[src/rtl/rv32m_divider.sv]
// RV32M DIV/DIVU/REM/REMU unit: radix-2 restoring division, one quotient bit per clock, MSB first.
// Optional macro DIV_EARLY_OUT_EN: divide-by-zero and signed overflow skip CALC and finish one cycle after acceptance.
module rv32m_divider #(
  parameter int WIDTH = 32
) (
  input  logic             clk,
  input  logic             rst,
  input  logic             start_div,
  input  logic [2:0]       funct3,
  input  logic [WIDTH-1:0] a,
  input  logic [WIDTH-1:0] b,
  output logic             busy,
  output logic             done_div,
  output logic [WIDTH-1:0] f
);

  localparam int CW = (WIDTH > 1) ? $clog2(WIDTH) : 1;
  localparam logic [CW-1:0] LAST = CW'(WIDTH - 1);
  localparam logic [WIDTH-1:0] MIN_NEG = {1'b1, {(WIDTH-1){1'b0}}};

  typedef enum logic [1:0] {IDLE, CALC, DONE} state_t;

  state_t           r_state, w_nextState;
  logic [2:0]       r_funct3;
  logic [WIDTH-1:0] r_a, r_b, r_divisor, r_quot, r_rem, r_f;
  logic [CW-1:0]    r_count;

  logic [WIDTH:0]   w_remShift, w_diff;
  logic             w_qBit;
  logic [WIDTH-1:0] w_aMag, w_bMag, w_nextQuot, w_nextRem, w_quotFix, w_remFix, w_result;

  // Codes other than DIV/REM/REMU fall through to DIVU behaviour.
  function automatic logic isSigned(input logic [2:0] op);
    return (op == 3'b100) || (op == 3'b110);
  endfunction

  function automatic logic isRem(input logic [2:0] op);
    return (op == 3'b110) || (op == 3'b111);
  endfunction

  function automatic logic isSpecial(input logic [2:0] op, input logic [WIDTH-1:0] x,
                                     input logic [WIDTH-1:0] y);
    return (y == '0) || (isSigned(op) && (x == MIN_NEG) && (y == '1));
  endfunction

  function automatic logic [WIDTH-1:0] specialResult(input logic [2:0] op, input logic [WIDTH-1:0] x,
                                                     input logic [WIDTH-1:0] y);
    if (y == '0) return isRem(op) ? x : '1;
    return isRem(op) ? '0 : MIN_NEG;
  endfunction

  assign w_aMag = (isSigned(funct3) && a[WIDTH-1]) ? -a : a;
  assign w_bMag = (isSigned(funct3) && b[WIDTH-1]) ? -b : b;

  // Partial remainder always stays below the divisor, so only the shifted/trial value needs the extra bit.
  assign w_remShift = {r_rem, r_quot[WIDTH-1]};
  assign w_diff     = w_remShift - {1'b0, r_divisor};
  assign w_qBit     = ~w_diff[WIDTH];
  assign w_nextRem  = w_qBit ? w_diff[WIDTH-1:0] : w_remShift[WIDTH-1:0];
  assign w_nextQuot = {r_quot[WIDTH-2:0], w_qBit};

  assign w_quotFix = (isSigned(r_funct3) && (r_a[WIDTH-1] ^ r_b[WIDTH-1])) ? -w_nextQuot : w_nextQuot;
  assign w_remFix  = (isSigned(r_funct3) && r_a[WIDTH-1]) ? -w_nextRem : w_nextRem;
  assign w_result  = isSpecial(r_funct3, r_a, r_b) ? specialResult(r_funct3, r_a, r_b)
                   : (isRem(r_funct3) ? w_remFix : w_quotFix);

`ifdef DIV_EARLY_OUT_EN
  logic w_inSpecial;
  assign w_inSpecial = isSpecial(funct3, a, b);
`endif

  always_ff @(posedge clk or posedge rst) begin
    if (rst) r_state <= IDLE;
    else     r_state <= w_nextState;
  end

  always_comb begin
    w_nextState = r_state;
    busy        = 1'b0;
    done_div    = 1'b0;
    case (r_state)
      IDLE: begin
        if (start_div) begin
`ifdef DIV_EARLY_OUT_EN
          if (w_inSpecial) w_nextState = DONE;
          else             w_nextState = CALC;
`else
          w_nextState = CALC;
`endif
        end
      end
      CALC: begin
        busy = 1'b1;
        if (r_count == LAST) w_nextState = DONE;
      end
      DONE: begin
        done_div    = 1'b1;
        w_nextState = IDLE;
      end
      default: w_nextState = IDLE;
    endcase
  end

  always_ff @(posedge clk or posedge rst) begin
    if (rst) begin
      r_funct3  <= '0;
      r_a       <= '0;
      r_b       <= '0;
      r_divisor <= '0;
      r_quot    <= '0;
      r_rem     <= '0;
      r_count   <= '0;
      r_f       <= '0;
    end else begin
      case (r_state)
        IDLE: begin
          if (start_div) begin
            r_funct3  <= funct3;
            r_a       <= a;
            r_b       <= b;
            r_divisor <= w_bMag;
            r_quot    <= w_aMag;
            r_rem     <= '0;
            r_count   <= '0;
`ifdef DIV_EARLY_OUT_EN
            if (w_inSpecial) r_f <= specialResult(funct3, a, b);
`endif
          end
        end
        CALC: begin
          r_quot <= w_nextQuot;
          r_rem  <= w_nextRem;
          if (r_count == LAST) begin
            r_count <= '0;
            r_f     <= w_result;
          end else begin
            r_count <= r_count + CW'(1);
          end
        end
        default: ;
      endcase
    end
  end

  assign f = r_f;

endmodule

[config.mk]
export PLATFORM = sky130hd
export DESIGN_NAME = rv32m_divider
export DESIGN_NICKNAME = d
export VERILOG_FILES = /design/src/rtl/rv32m_divider.sv
export SDC_FILE = /design/constraint.sdc
export NUM_CORES = 1
export LEC_CHECK = 0
export ABC_CLOCK_PERIOD_IN_PS = 6500
export CAP_MARGIN = 25
export CORE_ASPECT_RATIO = 0.9
export CORE_UTILIZATION = 56
export CTS_BUF_LIST = sky130_fd_sc_hd__clkbuf_8
export DETAILED_ROUTE_END_ITERATION = 6
export PLACE_DENSITY = 0.8
export SYNTH_ARGS = -nofsm -noshare
export SYNTH_HDL_FRONTEND = slang
export SYNTH_SLANG_ARGS = --single-unit
[constraint.sdc]
create_clock -name clk -period 6.5 [get_ports clk]
set_input_delay 0.65 -clock clk [delete_from_list [all_inputs] [get_ports clk]]
set_output_delay 0.65 -clock clk [all_outputs]
set_load 0.05 [all_outputs]
* After elaboration in Yosys (flattened, before gate mapping)
Index checks and enable logic that the tools add are counted.
Storage, ports and cells: register bits after elaboration 202, logic and storage cells 70
Cells by class: add/sub/neg operators 6, equal/unequal tests 12, muxes and demuxes 24, bitwise logic cells 2, reduce and logical (&&, ||, !) cells 17
Operators with widths (count):
- $mux W32 | 13
- $neg A32 Y32 | 4
- $pmux W32 S2 | 2
- $eq A32 B32 Y1 const B | 2
- $sub A33 B32 Y33 | 1
- $logic_not A32 Y1 | 1
- $eq A3 B3 Y1 const B | 5
- $mux W5 | 2
- $pmux W5 S2 | 1
- $reduce_and A2 Y1 | 4
- $logic_and A1 B1 Y1 | 6
- $add A5 B1 Y5 const B | 1
- $eq A5 B5 Y1 const B | 1
- $logic_or A1 B1 Y1 | 4
- $mux W2 | 2
- $ne A2 B2 Y1 const B | 2
- $pmux W2 S2 | 1
- $mux W1 | 3
- $eq A2 B1 Y1 const B | 1
- $eq A2 B2 Y1 const B | 1
- $logic_not A2 Y1 | 1
- $reduce_bool A2 Y1 | 1
- $not A1 Y1 | 1
- $xor A1 B1 Y1 | 1

* Longest topological paths before layout
depth after elaboration 6, gate-level depth with buffers 24

* Least setup slack after synthesis
Ideal clock, no wire load.
kind reg-to-reg, from register r_quot[31], to register r_f[24] (netlist: f[24]), library setup time 0.067 ns, arrival time 4.932 ns, required time 6.433 ns, setup slack 1.501 ns, cell stages (with the launch flop) 25, period minus slack after synthesis 4.999 ns, cell sequence dfrtp_1 -> inv_1 -> ha_1 -> fa_1 -> nor2b_4 -> o31ai_4 -> a31oi_4 -> a21oi_2 -> nor4b_4 -> nor4_4 -> nor2_8 -> inv_2 -> buf_6 -> buf_4 -> buf_2 -> a21oi_1 -> ha_1 -> nand2_1 -> or4_1 -> nor4_1 -> a41o_2 -> a21oi_2 -> or3_1 -> a31oi_1 -> a221o_1
On the way: longest elaborated chain between the ends 6, elaborated cells on any way between the ends 9, classes of those cells 3 x add/sub; 5 x mux; 1 x bitwise
Ends and longest elaborated chain:
- from (decl) | RTL line 25 | logic [WIDTH-1:0] r_a, r_b, r_divisor, r_quot, r_rem, r_f;
- from (signal assigned) | RTL line 122 | r_quot <= w_aMag;
- from (signal assigned) | RTL line 131 | r_quot <= w_nextQuot;
- $sub A33 B32 Y33 | RTL line 57 | assign w_diff = w_remShift - {1'b0, r_divisor};
- $mux W32 / $not A1 Y1 (equally long branches) | RTL line 59, 58
- $neg A32 Y32, on equally long branches | RTL line 63, 62
- $mux W32, on equally long branches | RTL line 63, 62
- $mux W32 (*) | RTL line 65 | : (isRem(r_funct3) ? w_remFix : w_quotFix);
- $mux W32 (*) | RTL line 64 | assign w_result = isSpecial(r_funct3, r_a, r_b) ? specialResult(r_funct3, r_a, r_b)
- to (signal assigned) | RTL line 135 | r_f <= w_result;
- to (decl) | RTL line 25
Every way passes the cells marked *; elsewhere a longest branch is shown, timed or not. A chain may end at the register's enable or synchronous reset.

* Final worst setup path
from register r_b[0], to register r_f[30] (netlist: f[30])
On the way: longest elaborated chain between the ends 4, elaborated cells on any way between the ends 7, classes of those cells 1 x eq/ne; 3 x mux; 3 x reduce/logical
Ends and longest elaborated chain:
- from (decl) | RTL line 25
- from (signal assigned) | RTL line 108 | r_b <= '0;
- from (signal assigned) | RTL line 120 | r_b <= b;
- $logic_not A32 Y1 / $eq A32 B32 Y1 (equally long branches) | RTL line 43, 48
- $mux W1 / $logic_and A1 B1 Y1 (equally long branches) | RTL line 48, 43
- $mux W32 / $logic_or A1 B1 Y1 (equally long branches) | RTL line 49, 43
- $mux W32 (*) | RTL line 64
Marked as above.

==> results.txt <==
The run finished, with violations left. The checks that failed: DRC. The core region is 24390 µm².

In this run the post-CTS setup repair buffer count came out at 0. After clock tree synthesis, the flow added hold-fix buffers numbering 0. The run gives 0 as the final max-slew violation count. The die covers 25610 µm².

In this run switching power makes up 51.85% of total power. The sum of met2 wire segment lengths after detailed routing was 19.01 mm. The highest cell delay on the worst timing path was 0.48 ns. The tools report the sequential share of the synthesized area as 35.96%. The run gives 2 as the H-tree level count. In the layout the commonest cells are sky130_fd_sc_hd__nand2_1, sky130_fd_sc_hd__dfrtp_1, sky130_fd_sc_hd__o21ai_0, sky130_fd_sc_hd__nor2_1, sky130_fd_sc_hd__clkdlybuf4s50_1. The worst pin sits at a relative slew slack of 40.37%. The number of global-route vias before repair is 12930. The library cell occupying the most area in the post-synthesis netlist was sky130_fd_sc_hd__dfrtp_1. Setup violations remaining at the end of the flow were counted as 0. Row generation in the floorplan step produced 54 rows. The switching power total is 5.213 mW, and the transition time at the pin with the least slew margin is 0.8944 ns. In this run the most critical hold path is launched from r_count[3].

Setup repair after global routing left no endpoint under its margin. The cell at the root of the clock tree is sky130_fd_sc_hd__clkbuf_8. The Yosys step of the flow raised 0 warnings. In this design, the largest share of critical-path delay is due to compound AO/OA/AOI/OAI gates. The run gives 1889 as the final net count. At the end of the flow the core is filled with cells to 65.26%. The worst path uses 84.49% of the clock period.

For this block, the via count after detailed routing is 13512. STA puts the critical path data arrival time at 5.91 ns. Buffers inserted during clock tree synthesis total 36. The worst register-to-register path begins at r_b[0]. In this run, synthesis inferred 0 flip-flops with an integrated enable. The initial utilization of the core area, before any placement, comes to 57.34%.

The relative contribution of combinational cells to total power was 63.0%. The min-delay analysis places its worst path in the category reg -> reg. The routed length on met3 came out at 4.263 mm.

By area the synthesized netlist is led by sky130_fd_sc_hd__dfrtp_1, sky130_fd_sc_hd__nand2_1, sky130_fd_sc_hd__o21ai_0, sky130_fd_sc_hd__xnor2_1, sky130_fd_sc_hd__xor2_1. After clock tree synthesis, the repair step resized 0 gates. After clock tree synthesis, the clock-pin slew on the worst setup and hold paths is 0.06 ns. The run gives 43.33 mm as the final routed wirelength across all metal layers.

The synthesized instance count was 1722. Measured along the x axis, the die boundary spans 168.6 µm. Global routing consumed, over all layers together, 34.42% of the routing resources. The most common cell after layout, fill and taps aside was sky130_fd_sc_hd__nand2_1. The internal power of the cells totals 4.841 mW. In this run the static leakage power is 6.667 nW. For the first-pass GRT wire length, the log shows 70.31 mm. For the final routed database, the setup TNS stands at 0 ns. The startpoint-to-endpoint class of the critical path was reg -> reg.

The count of boundary I/O pins was 104; the total number of clock tree sinks was 201. The vertical extent of the die was 151.9 µm; the number of routed nets with antenna violations was 0. The share of flip-flops with an asynchronous set or reset is 100.0%, and the share of total power in sequential cells is 24.9%.

The average routed wire per standard cell was 20.24 µm; the clock tree buffer depth was 3. The tools report the final hold violation count as 0. After detailed routing, no signal wire sits above met5. After synthesis, the netlist uses 93 different library cells.

The fraction of layout instances using a drive strength above 1 was 6.707%; the highest ir drop seen on vdd was 375.6 µV. The layout filler cell count came out at 2089. In the final routing, the length of wire on met1 measures 18.59 mm. Together, buffers and inverters on the worst path number 3. Source-to-sink clock delay at the later pin of the worst-skew pair: 0.55 ns.

The achievable frequency is 0.1821 GHz, and the power density normalized to cell area is 631.7 nW/µm². The HPWL after detailed placement is 31.87 mm. Per report_power, the clock group accounts for 12.1% of the total. Required time of the critical path: 6.92 ns.

The routed design could run at a clock period as short as 5.492 ns. From synthesis to final layout, the design area changed by 13.80%. The tools report the sum of overflow across all layers after global routing as 0. Critical path endpoint category: a register.

The critical path goes through ha_1 > fa_1 > nor2b_4 > o31ai_4 > a31oi_4 > a21oi_2 > nor4b_4 > o31a_4 > nor2_8 > inv_2 > buf_4 > ha_1 > inv_1 > nor2_1 > nand2_1 > o21ai_1 > o21ai_0 > a21oi_1 > xnor2_1 > a221oi_1 > o21ai_1. Of all nets on the critical path, the largest fanout is 22. Dividing the detail-routed via count by the number of cells gives 6.311. TritonCTS built the clock tree. Counting flops and latches in the post-synthesis netlist gives 201. Counting every net in the synthesized netlist gives 1831. The remaining routing DRC violations is 1. The mean instance size in the synthesized netlist was 8.122 µm²; the number of port buffers was 103. The critical path's slowest cell is sky130_fd_sc_hd__dfrtp_1.

The tools report the number of antenna violations at the first check in global routing as 3. Pin count of the biggest net entering global routing: 85. Across the routed clock network, the largest skew measured is 0.02557 ns.

The multi-input combinational cells in the finished layout cover a total of 8367 µm². At the end of routability-driven placement, the weighted congestion stood at 0.9782. The cell area after technology mapping was 13990 µm². The startpoint type of the worst setup path was a register. Across the whole layout, storage elements account for 5030 µm².

Critical path launch point: r_b[0]. The max-cap violation count was 0. The first detailed-routing pass took 7 iterations.

The number of DRC markers after the initial detailed-route iteration is 1482, and the area share of the largest cell type after synthesis is 35.96%. The most used flip-flop cell after synthesis is sky130_fd_sc_hd__dfrtp_1.
-- logic make-up (layout without fill, tap and decap cells) --
family,count (synthesis),count (layout),share of synthesized area [%]
XOR/XNOR,135,135,8.454
multiplexers,29,29,2.138
other,0,1,0
flip-flops,201,201,35.96
adder cells (fa/ha/maj),39,39,3.543
buffers and inverters,153,235,4.375
AO/OA/AOI/OAI,498,498,23.30
AND/OR/NAND/NOR,667,667,22.22
-- final cells by class --
class / count / area share [%]
Antenna cell: 1 / 0.01572
Clock buffer: 48 / 4.151
Clock inverter: 14 / 0.3852
Inverter: 55 / 1.344
Multi-Input combinational cell: 1368 / 52.57
Sequential cell: 201 / 31.60
Tap cell: 336 / 2.641
Timing Repair Buffer: 118 / 7.295
-- power groups by stage --
stage                     clock network (mW)  registers, mW  logic (mW)
after global placement                     0           2.47        6.04
final                                   1.21           2.50        6.34
after CTS                               1.22           2.48        6.21
after floorplan                            0           2.37        4.68
after detailed placement                   0           2.49        6.17
after global routing                    1.28           2.56        6.95
-- state kept, by name, indices dropped and copies added, names as in the netlist --
name	flops
f	32
r_a	32
r_b	32
r_count	5
r_divisor	31
r_funct3	3
r_quot	32
r_rem	32
r_state	2
-- cell usage after synthesis (13+ instances only) --
cell                       count
sky130_fd_sc_hd__nand4_1      24
sky130_fd_sc_hd__nor2_1      108
sky130_fd_sc_hd__dfrtp_1     201
sky130_fd_sc_hd__nor3_1       29
sky130_fd_sc_hd__inv_1        54
sky130_fd_sc_hd__nor2b_1      13
sky130_fd_sc_hd__nand2_1     350
sky130_fd_sc_hd__nand3_1      16
sky130_fd_sc_hd__or3_1        22
sky130_fd_sc_hd__clkbuf_1     77
sky130_fd_sc_hd__xnor2_1      68
sky130_fd_sc_hd__xor2_1       67
sky130_fd_sc_hd__nand2b_1     13
sky130_fd_sc_hd__o31ai_1      25
sky130_fd_sc_hd__o21ai_0     193
sky130_fd_sc_hd__a22oi_1      31
sky130_fd_sc_hd__and2_1       17
sky130_fd_sc_hd__nor4_1       25
sky130_fd_sc_hd__a21oi_1      86
sky130_fd_sc_hd__ha_1         38
sky130_fd_sc_hd__mux2i_1      25
-- per-stage QoR --
stage | power [mW] | instances | instance area, µm² | hold WS, ns | worst slack [ns]
detailed placement | 8.661 | 2077 | 15190 | 0.4693 | 1.202
floorplan | 7.043 | 1722 | 13990 | 0.4403 | 0.3676
global placement | 8.516 | 2076 | 15160 | 0.4564 | 1.373
CTS | 9.912 | 2139 | 15910 | 0.4801 | 1.131
global route | 10.78 | 2140 | 15910 | 0.4999 | 0.6455
finish | 10.05 | 2141 | 15920 | 0.4778 | 1.008
-- final timing paths --
check | to | slack [ns] | cells past startpoint
max in group asynchronous | r_a[17] | 4.63 | 3
hold reg to reg | r_count[3] | 0.48 | 1
min in group asynchronous | r_b[17] | 0.59 | 2
setup / recovery | f[30] | 1.01 | 21
setup reg to reg | f[30] | 1.01 | 21
hold / removal | r_count[3] | 0.48 | 1
-- routing by layer --
| layer | global-route usage [%] | vias up |
|---|---|---|
| met5 | 0 | - |
| met4 | 12.08 | 4 |
| met3 | 7.372 | 116 |
| met2 | 51.23 | 693 |
| met1 | 49.42 | 6456 |
| li1 | - | 6243 |
Note: power is estimated with default switching activity, not from simulation.
==> RTL edit 1, RTL diff (config.mk and constraints unchanged) <==
Reset style: synchronous (`rst`), changed in 2 clocked blocks.
--- a/src/rtl/rv32m_divider.sv
+++ b/src/rtl/rv32m_divider.sv
@@ -69,7 +69,7 @@
   assign w_inSpecial = isSpecial(funct3, a, b);
 `endif
 
-  always_ff @(posedge clk or posedge rst) begin
+  always_ff @(posedge clk) begin
     if (rst) r_state <= IDLE;
     else     r_state <= w_nextState;
   end
@@ -101,7 +101,7 @@
     endcase
   end
 
-  always_ff @(posedge clk or posedge rst) begin
+  always_ff @(posedge clk) begin
     if (rst) begin
       r_funct3  <= '0;
       r_a       <= '0;
Function: differs if rst is asserted again (counterexample within 4 cycles, from zero or initial values and one cycle with rst high); with rst held inactive, the same outputs for 10 cycles.
==> RTL edit 1 against the original RTL <==
Clock skew increased by 1.8 ps. Worst setup slack better by 330 ps. Via count increased by 9.9%. Critical endpoint is now f[24]. Critical path type unchanged. Total power fell by 16%. Sequential power decreased by 39%. Wire length increased by 5.2%. Cell area fell by 1.1%. Sequential cell count did not move. Hold slack got worse by 21 ps. Area after synthesis shrank 0.55%.
==> RTL edit 1: results <==
metrics = {
    "worst_setup_path": {
        "critPathTopFamily": "compound AO/OA/AOI/OAI gates",
        "cp.arrival_ps": 5610,
        "reg2reg_depth": 19,
        "crit_start": "r_quot[31]",
        "r2r_slack_ps": 1340,
        "max_stage_delay_ps": 520,
        "startpoint_type": "register",
        "worstReg2RegEnd": "f[24]",
        "crit_fanout": 42,
        "crit_path_end_kind": "register",
        "cp_slowest_cell": "buf_4",
    },
    "grt": {
        "grt_max_degree": 113,
        "grt_pass1_vias": 13000,
        "antenna_found_initial": 1,
        "globalRouteTotalUtil": 0.349,
        "grt_pass1_wl_um": 70600,
    },
    "clock_network": {
        "cts_buffers": 38,
        "htreeDepth": 2,
        "cts_buffer_depth": 3,
        "cts_setup_buffers": 0,
    },
    "placement": {
        "hpwlAfterDp_um": 32700,
        "placedCellCount": 2225,
        "io_buffers": 103,
        "placed_area_um2": 15000,
        "place_congestion": 0.943,
    },
    "drt": {
        "wl_per_cell_um": 19.9,
        "drt-pass1-iter-count": 6,
        "viasPerCell": 6.48,
        "vias": 14900,
        "drt_iter0_drc": 1842,
    },
    "timing": {
        "clock_skew_ps": 27.4,
        "slew_headroom": 0.332,
    },
    "flow_run": {
        "maxCapViolations": 0,
    },
    "yosys": {
        "async_reset_ff_frac": 0,
        "synth_fp_nets": 2034,
        "synth.area.top_cells": "dfxtp_1 (29%), nand2_1 (8.4%), a21oi_1 (7.3%)",
        "synth_cell_type_count": 94,
        "yosys.cell_count.top_type": "nand2_1",
        "yosys_warnings": 0,
        "synth-seq-area-share": 0.289,
        "synth_common_cells": "nand2_1 (313), nor2_1 (205), a21oi_1 (204)",
        "synthCells": 1925,
    },
    "final_layout": {
        "drive_above_1_share": 0.0646,
        "fin_nets": 2068,
    },
    "pwr": {
        "ir_drop_mv": 0.473,
        "p_leak_uw": 0.00589,
    },
    "outcome": {
        "outcome": "completed",
    },
}
==> RTL edit 1: cell count changes after synthesis, moves of 33 or more <==
cell / unedited run / this run
o21ai_0: 193 / 82
a21oi_1: 86 / 204
dfrtp_1: 201 / 0
nor2_1: 108 / 205
nand2_1: 350 / 313
dfxtp_1: 0 / 201
a211oi_1: 8 / 41
==> RTL edit 1: how the worst min path moves through the flow <==
stage / start / end / slack, ps / cells past startpoint
after floorplan: r_divisor[26] / r_divisor[26] / 430 / 2
after global placement: r_divisor[30] / r_divisor[30] / 440 / 2
after detailed placement: r_funct3[0] / r_funct3[0] / 450 / 2
after CTS: r_divisor[26] / r_divisor[26] / 460 / 2
after global routing: r_a[0] / r_a[0] / 490 / 2
final: r_funct3[0] / r_funct3[0] / 460 / 2
==> RTL edit 1: final cells by class <==
| type | count | area [um^2] |
|---|---|---|
| diodes | 1 | 2.50 |
| clock buffers | 50 | 688 |
| clock inverters | 13 | 65.1 |
| fillers | 2203 | 8580 |
| inverters | 56 | 210 |
| multi-input cells | 1543 | 9200 |
| flip-flops and latches | 201 | 4020 |
| well taps | 308 | 385 |
| repair buffers | 119 | 1160 |
==> RTL edit 1: layer usage <==
layer,vias up,GRT usage,part of all wire
li1,7000,-,-
met1,6949,0.475,0.42
met2,774,0.553,0.44
met3,131,0.0629,0.096
met4,0,0.128,0.037
met5,-,0,0
==> RTL edit 1: logic make-up (layout without fill, tap and decap cells) <==
logic type | count (synthesis) | after routing | share of synthesized area
flip-flops | 201 | 201 | 0.289
buffers and inverters | 181 | 238 | 0.0503
other | 0 | 1 | 0
adder cells (fa/ha/maj) | 39 | 39 | 0.0356
multiplexers | 34 | 34 | 0.0252
AND/OR/NAND/NOR | 789 | 789 | 0.260
AO/OA/AOI/OAI | 565 | 565 | 0.265
XOR/XNOR | 116 | 116 | 0.0744
==> RTL edit 1: worst min-delay path, delay by kind of cell (launching register included) <==
family / cells / cell delay [ps]
flops: 1 / 310
compound gates: 1 / 50
simple gates: 1 / 50
==> RTL edit 1: per-stage QoR <==
stage / utilization / worst slack, ps
6_report: 0.647 / 1340
4_1_cts: 0.646 / 1400
3_3_place_gp: 0.615 / 1650
3_5_place_dp: 0.615 / 1460
5_1_grt: 0.647 / 942
2_1_floorplan: - / 1440
==> RTL edit 1: power breakdown <==
group / total [uW] / leakage (uW) / internal [uW] / switching (uW)
Sequential: 1520 / 0.00164 / 1360 / 164
Clock: 1260 / 0.000424 / 687 / 569
Combinational: 5710 / 0.00383 / 2060 / 3650
Total: 8490 / 0.00589 / 4100 / 4390
==> RTL edit 2, RTL diff (same settings) <==
Without the edit above. `WIDTH`: 32 -> 64.
--- a/src/rtl/rv32m_divider.sv
+++ b/src/rtl/rv32m_divider.sv
@@ -1,7 +1,7 @@
 // RV32M DIV/DIVU/REM/REMU unit: radix-2 restoring division, one quotient bit per clock, MSB first.
 // Optional macro DIV_EARLY_OUT_EN: divide-by-zero and signed overflow skip CALC and finish one cycle after acceptance.
 module rv32m_divider #(
-  parameter int WIDTH = 32
+  parameter int WIDTH = 64
 ) (
   input  logic             clk,
   input  logic             rst,
Interface: changed (resized a, b and f); port bits go from 104 to 200. No check against the original RTL was run, so the function may have changed too.
==> RTL edit 2 against the original RTL <==
Worst setup slack worse by 500 ps. Total power is 88% higher. Cell area rose by 100%. Sequential cell count grew 193. Critical path depth increased by 2. Hold slack worse by 23 ps. Clock skew is 3.6 ps higher. Area after synthesis up 100%. Wire length rose to 2.6 times the old value. Highest routed layer unchanged.
==> RTL edit 2: results <==
metrics = {
    "yosys": {
        "synth.area.top_cells": "dfrtp_1 (35%), nand2_1 (9.7%), o21ai_0 (6.7%)",
        "synth_cell_type_count": 107,
        "synth-compound-area-share": 0.232,
        "ys_ff_latch": 394,
        "synthCells": 3647,
        "muxShareOfSynthArea": 0.0226,
        "synth_xor_area_frac": 0.0868,
    },
    "final_layout": {
        "fin_nets": 3965,
        "clock_area_frac": 0.0449,
        "synthToLayoutAreaGrowth_pct": 13.7,
        "instances_no_fill": 4496,
        "multi_input_cells": 2945,
        "inverters": 103,
        "antenna_cells": 4,
        "fillers": 4500,
        "nonClkBufAreaFrac": 0.0744,
        "nClkBuffers": 88,
        "multi_input_area_share": 0.539,
    },
    "placement": {
        "placed_area_um2": 31000,
        "placedCellCount": 4364,
        "place_congestion": 1.08,
    },
    "worst_setup_path": {
        "r2r_slack_ps": 510,
        "r2r_start": "r_quot[63]",
        "reg2reg_depth": 23,
        "worstSetupEndpoint": "f[48]",
    },
    "drt": {
        "wl_met3_um": 17500,
        "drt-pass1-iter-count": 6,
    },
    "timing": {
        "min_period_over_period": 0.922,
        "clock_skew_ps": 29.2,
    },
    "clock_network": {
        "clk_latency_ps": 700,
    },
    "grt": {
        "grt_pass1_vias": 27200,
    },
    "pwr": {
        "p_int_uw": 8580,
    },
    "outcome": {
        "outcome": "completed",
    },
}
-- RTL edit 2: critical path, stage by stage, from the launching register on --
cell       delay [ps]
dfrtp_1           450
inv_1              70
ha_1              210
fa_1              410
nor2b_1           210
o31a_1            340
o21ai_4           160
a21oi_4           290
a221oi_2          120
nor2_2            450
nor2_4            100
inv_2             150
nor2_1             70
a21oi_1           240
ha_1              360
inv_1              90
nor4bb_1          370
nand4_1           230
o31ai_4           190
o2111ai_1         330
nor3_2            480
a21oi_1           140
xor2_1            170
a221oi_1          280
-- RTL edit 2: worst min-delay path by stage --
stage	startpoint	end	slack, ps
finish	rst	r_b[44]	450
global route	rst	r_b[56]	490
CTS	rst	r_b[44]	460
detailed placement	r_divisor[7]	r_divisor[7]	470
global placement	r_divisor[8]	r_divisor[8]	460
floorplan	r_funct3[0]	r_funct3[0]	450
